**src/rtl/m32632_dram_arb.sv**
```systemverilog
`default_nettype none
// ============================================================================
//  Module      : m32632_dram_arb
//  Description : DRAM arbiter between the instruction cache (line fills) and
//                the data cache (line fills or single-word writes). It drives
//                one memory beat at a time and hands fill words back to the
//                caches with first/last/strobe write controls.
//                Optional build macro DRAM_ARB_DC_PRIO_EN: the data cache
//                always wins simultaneous requests. When the macro is not
//                defined, simultaneous requests alternate between the caches.
//  Revision    : 1.0 - initial release
// ============================================================================
module m32632_dram_arb #(
    parameter int BURST_LEN = 4
) (
    input  logic        BCLK,
    input  logic        RST,
    input  logic        ENDRAM,
    input  logic        IC_ACC,
    input  logic [27:0] IDRAM_ADR,
    input  logic        DC_ACC,
    input  logic        DC_WR,
    input  logic [27:0] DRAM_ADR,
    input  logic [35:0] DRAM_DI,
    output logic        MEM_REQ,
    output logic        MEM_WE,
    output logic [27:0] MEM_A,
    output logic [3:0]  MEM_BE,
    output logic [31:0] MEM_D,
    input  logic        MEM_ACK,
    input  logic [31:0] MEM_Q,
    output logic [31:0] DRAM_Q,
    output logic [9:0]  WADDR,
    output logic [2:0]  IWCTRL,
    output logic [2:0]  DWCTRL,
    output logic        IC_MDONE,
    output logic        DC_MDONE
);

    // Width of the word index within one cache line
    localparam int c_IW = $clog2(BURST_LEN);

    localparam logic [2:0] c_IDLE  = 3'd0;
    localparam logic [2:0] c_IFILL = 3'd1;
    localparam logic [2:0] c_DFILL = 3'd2;
    localparam logic [2:0] c_DWR   = 3'd3;
    localparam logic [2:0] c_DONE  = 3'd4;

    logic [2:0]      r_state;
    logic [2:0]      w_state_nxt;

    logic            r_mem_req;
    logic            r_mem_we;
    logic [27:0]     r_mem_a;
    logic [3:0]      r_mem_be;
    logic [31:0]     r_mem_d;
    logic [31:0]     r_dram_q;
    logic [9:0]      r_waddr;
    logic [2:0]      r_iwctrl;
    logic [2:0]      r_dwctrl;
    logic            r_ic_mdone;
    logic            r_dc_mdone;
    logic [c_IW-1:0] r_beat;
    logic            r_last_dc;

    logic            w_mem_req_nxt;
    logic            w_mem_we_nxt;
    logic [27:0]     w_mem_a_nxt;
    logic [3:0]      w_mem_be_nxt;
    logic [31:0]     w_mem_d_nxt;
    logic [31:0]     w_dram_q_nxt;
    logic [9:0]      w_waddr_nxt;
    logic [2:0]      w_iwctrl_nxt;
    logic [2:0]      w_dwctrl_nxt;
    logic            w_ic_mdone_nxt;
    logic            w_dc_mdone_nxt;
    logic [c_IW-1:0] w_beat_nxt;
    logic            w_last_dc_nxt;

    logic            w_pick_dc;
    logic            w_pick_ic;
    logic            w_grant;
    logic            w_ack;
    logic            w_first;
    logic            w_last;
    logic [2:0]      w_ctrl;
    logic [c_IW-1:0] w_idx_inc;
    logic            w_unused_adr_bits;

    // Addresses are word aligned on the memory side; the byte offset is dropped
    assign w_unused_adr_bits = ^{DRAM_ADR[1:0], IDRAM_ADR[1:0]};

`ifdef DRAM_ARB_DC_PRIO_EN
    assign w_pick_dc = DC_ACC;
`else
    // Round-robin: DC wins a tie unless DC was the last side served
    assign w_pick_dc = DC_ACC & (~IC_ACC | ~r_last_dc);
`endif
    assign w_pick_ic = IC_ACC & ~w_pick_dc;
    assign w_grant   = ENDRAM & (w_pick_dc | w_pick_ic);

    // An acknowledge only counts against an outstanding beat
    assign w_ack     = MEM_ACK & r_mem_req;
    assign w_first   = (r_beat == '0);
    assign w_last    = (r_beat == c_IW'(BURST_LEN - 1));
    assign w_ctrl    = {w_last, w_first, 1'b1};
    // Critical-word-first wrap inside the line
    assign w_idx_inc = r_mem_a[c_IW+1:2] + c_IW'(1);

    // State register
    always_ff @(posedge BCLK) begin
        if (RST) begin
            r_state <= c_IDLE;
        end else begin
            r_state <= w_state_nxt;
        end
    end

    // Next-state decode; a started operation always runs to completion
    always_comb begin
        w_state_nxt = r_state;
        case (r_state)
            c_IDLE: begin
                if (w_grant) begin
                    if (w_pick_dc) begin
                        w_state_nxt = DC_WR ? c_DWR : c_DFILL;
                    end else begin
                        w_state_nxt = c_IFILL;
                    end
                end
            end
            // Request drops after the last beat; one cycle later report done
            c_IFILL, c_DFILL: begin
                if (!r_mem_req) begin
                    w_state_nxt = c_DONE;
                end
            end
            c_DWR: begin
                if (w_ack) begin
                    w_state_nxt = c_DONE;
                end
            end
            c_DONE:  w_state_nxt = c_IDLE;
            default: w_state_nxt = c_IDLE;
        endcase
    end

    // Output/datapath next values: grant capture, beat sequencing, fill return
    always_comb begin
        w_mem_req_nxt  = r_mem_req;
        w_mem_we_nxt   = r_mem_we;
        w_mem_a_nxt    = r_mem_a;
        w_mem_be_nxt   = r_mem_be;
        w_mem_d_nxt    = r_mem_d;
        w_dram_q_nxt   = r_dram_q;
        w_waddr_nxt    = r_waddr;
        w_iwctrl_nxt   = 3'b000;
        w_dwctrl_nxt   = 3'b000;
        w_ic_mdone_nxt = 1'b0;
        w_dc_mdone_nxt = 1'b0;
        w_beat_nxt     = r_beat;
        w_last_dc_nxt  = r_last_dc;
        case (r_state)
            c_IDLE: begin
                if (w_grant) begin
                    w_mem_req_nxt = 1'b1;
                    w_beat_nxt    = '0;
                    w_last_dc_nxt = w_pick_dc;
                    if (w_pick_dc) begin
                        w_mem_a_nxt  = {DRAM_ADR[27:2], 2'b00};
                        w_mem_we_nxt = DC_WR;
                        w_mem_be_nxt = DC_WR ? DRAM_DI[35:32] : 4'hF;
                        w_mem_d_nxt  = DC_WR ? DRAM_DI[31:0] : 32'h0;
                    end else begin
                        w_mem_a_nxt  = {IDRAM_ADR[27:2], 2'b00};
                        w_mem_we_nxt = 1'b0;
                        w_mem_be_nxt = 4'hF;
                        w_mem_d_nxt  = 32'h0;
                    end
                end
            end
            c_IFILL, c_DFILL: begin
                if (w_ack) begin
                    w_dram_q_nxt = MEM_Q;
                    w_waddr_nxt  = r_mem_a[11:2];
                    if (r_state == c_IFILL) begin
                        w_iwctrl_nxt = w_ctrl;
                    end else begin
                        w_dwctrl_nxt = w_ctrl;
                    end
                    w_beat_nxt              = r_beat + c_IW'(1);
                    w_mem_a_nxt[c_IW+1:2]   = w_idx_inc;
                    if (w_last) begin
                        w_mem_req_nxt = 1'b0;
                    end
                end else if (!r_mem_req) begin
                    w_ic_mdone_nxt = (r_state == c_IFILL);
                    w_dc_mdone_nxt = (r_state == c_DFILL);
                end
            end
            c_DWR: begin
                if (w_ack) begin
                    w_mem_req_nxt  = 1'b0;
                    w_mem_we_nxt   = 1'b0;
                    w_dc_mdone_nxt = 1'b1;
                end
            end
            default: begin
            end
        endcase
    end

    // Registered outputs; reset abandons any outstanding beat
    always_ff @(posedge BCLK) begin
        if (RST) begin
            r_mem_req  <= 1'b0;
            r_mem_we   <= 1'b0;
            r_mem_a    <= 28'h0;
            r_mem_be   <= 4'h0;
            r_mem_d    <= 32'h0;
            r_dram_q   <= 32'h0;
            r_waddr    <= 10'h0;
            r_iwctrl   <= 3'b000;
            r_dwctrl   <= 3'b000;
            r_ic_mdone <= 1'b0;
            r_dc_mdone <= 1'b0;
            r_beat     <= '0;
            r_last_dc  <= 1'b0;
        end else begin
            r_mem_req  <= w_mem_req_nxt;
            r_mem_we   <= w_mem_we_nxt;
            r_mem_a    <= w_mem_a_nxt;
            r_mem_be   <= w_mem_be_nxt;
            r_mem_d    <= w_mem_d_nxt;
            r_dram_q   <= w_dram_q_nxt;
            r_waddr    <= w_waddr_nxt;
            r_iwctrl   <= w_iwctrl_nxt;
            r_dwctrl   <= w_dwctrl_nxt;
            r_ic_mdone <= w_ic_mdone_nxt;
            r_dc_mdone <= w_dc_mdone_nxt;
            r_beat     <= w_beat_nxt;
            r_last_dc  <= w_last_dc_nxt;
        end
    end

    assign MEM_REQ  = r_mem_req;
    assign MEM_WE   = r_mem_we;
    assign MEM_A    = r_mem_a;
    assign MEM_BE   = r_mem_be;
    assign MEM_D    = r_mem_d;
    assign DRAM_Q   = r_dram_q;
    assign WADDR    = r_waddr;
    assign IWCTRL   = r_iwctrl;
    assign DWCTRL   = r_dwctrl;
    assign IC_MDONE = r_ic_mdone;
    assign DC_MDONE = r_dc_mdone;

endmodule
`default_nettype wire

```
**config.mk**
```make
export PLATFORM = sky130hd
export DESIGN_NAME = m32632_dram_arb
export DESIGN_NICKNAME = d
export VERILOG_FILES = /design/src/rtl/m32632_dram_arb.sv
export SDC_FILE = /design/constraint.sdc
export NUM_CORES = 1
export LEC_CHECK = 0
export CAP_MARGIN = 25
export CORE_UTILIZATION = 35
export CTS_CLUSTER_DIAMETER = 200
export CTS_CLUSTER_SIZE = 30
export DETAILED_ROUTE_END_ITERATION = 16
export PLACE_DENSITY = 0.71
export SETUP_SLACK_MARGIN = 0.05
export SKIP_LAST_GASP = 1
export SYNTH_ARGS = -nofsm -noshare
export SYNTH_HDL_FRONTEND = slang
export SYNTH_SLANG_ARGS = --single-unit
```
**constraint.sdc**
```tcl
create_clock -name BCLK -period 2.2 [get_ports BCLK]
set_clock_uncertainty 0.1 [all_clocks]
set_input_delay 0.44 -clock BCLK [delete_from_list [all_inputs] [get_ports BCLK]]
set_output_delay 0.44 -clock BCLK [all_outputs]
set_load 0.03 [all_outputs]
```
# Yosys cells after proc, flatten, opt, wreduce, memory -nomap -nowiden
# Index checks and enable logic that the tools add are counted.
op_classes:
  addsub: 2
  mul: 0
  n_div: 0
  order_cmp: 0
  n_eq_ne: 9
  shift: 0
  mux: 31
  bitwise_logic: 12
  reduce_logical: 16
ops:
  columns: ["operator", "count"]
  rows:
  - ["2-to-1 mux 32 bit", 2]
  - ["2-to-1 mux 28 bit", 1]
  - ["2-to-1 mux 1 bit", 12]
  - ["2-to-1 mux 4 bit", 3]
  - ["OR reduction 4 bit", 3]
  - ["inequality test 2 bit (second input constant)", 5]
  - ["2-to-1 mux 3 bit", 3]
  - ["case mux 3 bit (3 select lines)", 1]
  - ["AND reduction 3 bit", 3]
  - ["2-to-1 mux 2 bit", 4]
  - ["case mux 2 bit (2 select lines)", 2]
  - ["== test 3 x 2 -> 1 bit (second input constant)", 2]
  - ["inverter 1 bit", 6]
  - ["AND reduction 5 bit", 1]
  - ["adder 2 x 1 -> 2 bit (second input constant)", 2]
  - ["bitwise AND 1 bit", 4]
  - ["case mux 1 bit (2 select lines)", 2]
  - ["AND reduction 2 bit", 2]
  - ["nonzero test 2 bit", 2]
  - ["== test 3 x 1 -> 1 bit (second input constant)", 1]
  - ["zero test 3 bit", 1]
  - ["case mux 1 bit (3 select lines)", 1]
  - ["nonzero test 3 bit", 1]
  - ["OR reduction 3 bit", 1]
  - ["4 further kinds", 5]
totals:
  ff_bits: 122
  latchBits: 0
  ramBits: 0
  rom_bits: 0
  output_inout_bits: 116
  word_cells: 87
  mem_count: 0

# Logic depth before layout (Yosys ltp)
logic_depth:
  depth_word: 9
  ltp_mapped: 8
  mapped_depth_nobuf: 4

# Worst setup path before layout
# OpenSTA, ideal clock, no wires.
synth_timing:
  kind: "reg2reg"
  start: "register r_state[2]"
  end: "register r_mem_d[10], in the netlist MEM_D[10]"
  setup_ns: 0.135
  t_arrival_ns: 1.623
  required_ns: 1.965
  path_slack_ns: 0.343
  path_stages_with_launch: 9
  n_path_buf: 4
  synth_period_minus_slack_ns: 1.857
  cell_sequence: "dfxtp_1 -> buf_6 -> or3_4 -> buf_6 -> or2_1 -> buf_2 -> buf_6 -> a22oi_2 -> nor2_2"
synth_between:
  elab_chain_cells: 2
synth_rtl:
  columns: ["item", "line_no", "source"]
  rows:
  - ["start, declared", "49", "logic [2:0] r_state;"]
  - ["start signal, assigned", "113", "r_state <= c_IDLE;"]
  - ["start signal, assigned", "115", "r_state <= w_state_nxt;"]
  - ["zero test 3 bit", "163", "case (r_state)"]
  - ["AND reduction 2 bit (no line)", null, null]
  - ["end signal, assigned", "234", "r_mem_d <= w_mem_d_nxt;"]
  - ["end, declared", "56", "logic [31:0] r_mem_d;"]
# No other way between the ends.
# A chain may end at the register's enable or synchronous reset.

# Final worst setup path
layout_timing:
  start: "register r_mem_a[2], in the netlist MEM_A[2]"
  end: "output MEM_A[2]"
layout_lines:
  columns: ["item", "line_no", "source"]
  rows:
  - ["start, declared", "54", "logic [27:0] r_mem_a;"]
  - ["start signal, assigned", "232", "r_mem_a <= w_mem_a_nxt;"]
  - ["end, declared", "27", "output logic [27:0] MEM_A,"]
# No word-level cell between the ends.

==> results.yml <==
outcome:
  outcome: "complete, no violations"
job:
  drv_cap: 0
power_and_ir_drop:
  p_total_uw: 6260
  switching_power_uw: 1600
  p_leak_uw: 0.00284
  clockPowerShare: 0.470
  p_sw_frac: 0.255
  power_frac_seq: 0.371
  ir_drop_mv: 0.554
  power_density_mw_per_mm2: 778
  intPower_uw: 4660
  power.share.combinational: 0.159
setup_path:
  path_cells: "clkdlybuf4s50_1"
  cpLargestDelayFamily: "buffers and inverters"
  cp_slowest_stage_delay_ns: 0.71
  crit_path_start_kind: "flop"
  cp-end-kind: "output port"
  ff2ff_path_depth: 5
  critical_path_depth: 1
  worstSetupPathType: "flop to output port"
  r2r_slack_ns: 0.31
  crit_fanout: 5
  critical_path.slowest_cell: "clkdlybuf4s50_1"
  crit_buf_inv: 1
  required_ns: 1.66
  arrival_ns: 1.52
die:
  die-area_sq_mm: 0.0141
  die_width_microns: 119
  die_y_microns: 119
  start_util: 0.360
  core-area_sq_mm: 0.0133
  rows: 42
  io-pin-count: 247
min_path:
  whs_path_depth: 2
  hold_path.class: "input pin to flop"
logic_synthesis:
  ys_types: 46
  synth_area_sq_mm: 0.00479
  yosysTopAreaCell: "dfxtp_1"
  synthTopCellsByCount: "nand2_1, dfxtp_1, a21oi_1, nor2_1"
  yosysTopAreaCellShare: 0.502
  syn_inst: 539
  synth_ff_type: "dfxtp_1"
  synth_most_common_cell: "nand2_1"
  synth_edf_count: 0
  synth_area_leaders: "dfxtp_1, nand2_1, a22oi_2"
  synth-async-reset-ratio: 0
  synth-seq-cells: 120
  syn_area_per_cell_sq_um: 8.88
  yosysSeqAreaShare: 0.502
  yosysWarningCount: 0
clock_network:
  numClockSinks: 120
  clockRootBuffer: "clkbuf_16"
  cts_buffer_depth: 2
  cts_setup_buffers: 0
  htreeDepth: 4
  cts_tree: "built"
  cts.clk_slew.worst_paths_ns: 0.06
  clock_latency_ns: 0.41
  numCtsBuffers: 17
sta:
  finalSetupViolations: 0
  max_slew_margin: 0.655
  tightestPinTransition_ns: 0.517
  fmax_mhz: 484
  post-route-min-period_ns: 2.06
  slew_viol_final: 0
  hold_viol: 0
  period_share: 0.938
  rsz0062_at_grt: "false"
cells_and_area:
  stdcell_count: 964
  diodes: 0
  finalNetCount: 908
  drive_gt1_frac: 0.155
  fillers: 1149
  area_growth_syn_to_layout_pct: 68.1
placed_design:
  dp_hpwl_microns: 9980
  gp_congestion: 0.770
  portBuffers: 240
  dp.cells: 932
global_routing:
  grt_usage: 0.194
  grt_pass1_wl_microns: 21800
  antenna_found_initial: 0
  grt_max_degree: 41
  overflow: 0
  grt_pass1_vias: 4536
route:
  drt_iter0_markers: 212
  finalWirelength_microns: 13700
  ant_nets: 0
  dr.pass1.iters: 5
  drc: 0
  viasPerCell: 4.83
  num_vias: 4655
  wl_per_cell_microns: 14.2
area by class of cell:
| type | count | area, sq um | share of cell area |
|---|---|---|---|
| timing repair buffer | 263 | 2670 | 0.332 |
| sequential | 120 | 2400 | 0.299 |
| multi-input combinational | 370 | 2120 | 0.263 |
| clock buffer | 18 | 429 | 0.0533 |
| tap | 176 | 220 | 0.0274 |
| clock inverter | 14 | 195 | 0.0243 |
| inverter | 3 | 11.3 | 0.00140 |
metrics by stage:
stage          hold WS, ns  setup TNS (ns)   util  setup slack (ns)  cell area, sq um
2_1_floorplan        0.349               0      -             0.343              4790
4_1_cts              0.192               0  0.605             0.111              8050
3_5_place_dp         0.348          -0.124  0.558           -0.0417              7420
3_3_place_gp         0.342       -0.000954  0.558         -0.000954              7420
6_report             0.208               0  0.605             0.136              8050
5_1_grt              0.202               0  0.605            0.0633              8050
logic make-up after synthesis:
| kind of cell | after synthesis | share of synthesized area |
|---|---|---|
| and+or+nand+nor | 240 | 0.224 |
| AOI/OAI and AO/OA | 123 | 0.203 |
| DFF | 120 | 0.502 |
| buffers and inverters | 50 | 0.0593 |
| adders and majority gates | 3 | 0.00732 |
| other | 1 | 0.000784 |
| xor gates and xnor gates | 1 | 0.00183 |
| muxes | 1 | 0.00209 |
routing by layer:
layer	vias up	wire [microns]	global-route usage
met5	-	0	0
met4	0	337	0.0807
met3	28	1080	0.0766
met2	174	6700	0.336
met1	2157	5540	0.210
li1	2296	-	-
placed cells by master (no fill, tap or decap), types with 3 or more instances in the layout:
master           Yosys  routed
clkdlybuf4s50_1      0     238
nand2_1            140     140
dfxtp_1            120     120
a21oi_1             50      50
nor2_1              38      36
nor2_2              30      31
a22oi_2             30      30
a311oi_1            24      24
clkbuf_16            0      17
buf_4                4      16
nor3_1               8       8
buf_12               0       8
and2_1               5       5
o21ai_0              5       5
nor2b_1              4       4
clkinvlp_4           0       4
inv_6                0       4
bufinv_16            0       4
inv_1                3       3
nand2b_1             3       3
a22oi_1              3       3
worst paths after layout:
kind	startpoint	to
setup / recovery	MEM_A[2]	MEM_A[2]
hold / removal	RST	r_state[1]
setup reg to reg	r_state[1]	MEM_D[1]
hold reg to reg	DRAM_Q[12]	DRAM_Q[12]
power by group through the flow:
| stage | clock [uW] | combinational (uW) | sequential [uW] |
|---|---|---|---|
| after global placement | 0 | 986 | 2370 |
| final | 2940 | 994 | 2330 |
| after global routing | 3110 | 1060 | 2340 |
| after CTS | 3010 | 1000 | 2330 |
| after detailed placement | 0 | 1000 | 2370 |
| after floorplan | 0 | 351 | 2520 |
registers in the layout (all words and copies together), names as in the netlist:
| register | count |
|---|---|
| DWCTRL | 3 |
| r_last_dc | 1 |
| DC_MDONE | 1 |
| MEM_BE | 4 |
| r_state | 3 |
| WADDR | 10 |
| MEM_WE | 1 |
| MEM_REQ | 1 |
| MEM_A | 26 |
| r_beat | 2 |
| IWCTRL | 3 |
| DRAM_Q | 32 |
| MEM_D | 32 |
| IC_MDONE | 1 |
repair_timing:
item,4_1_cts,5_1_grt
endpoints found under the setup margin,1,0
hold buffers,0,0
gates resized for setup,1,0
(Power assumes the default switching activity.)
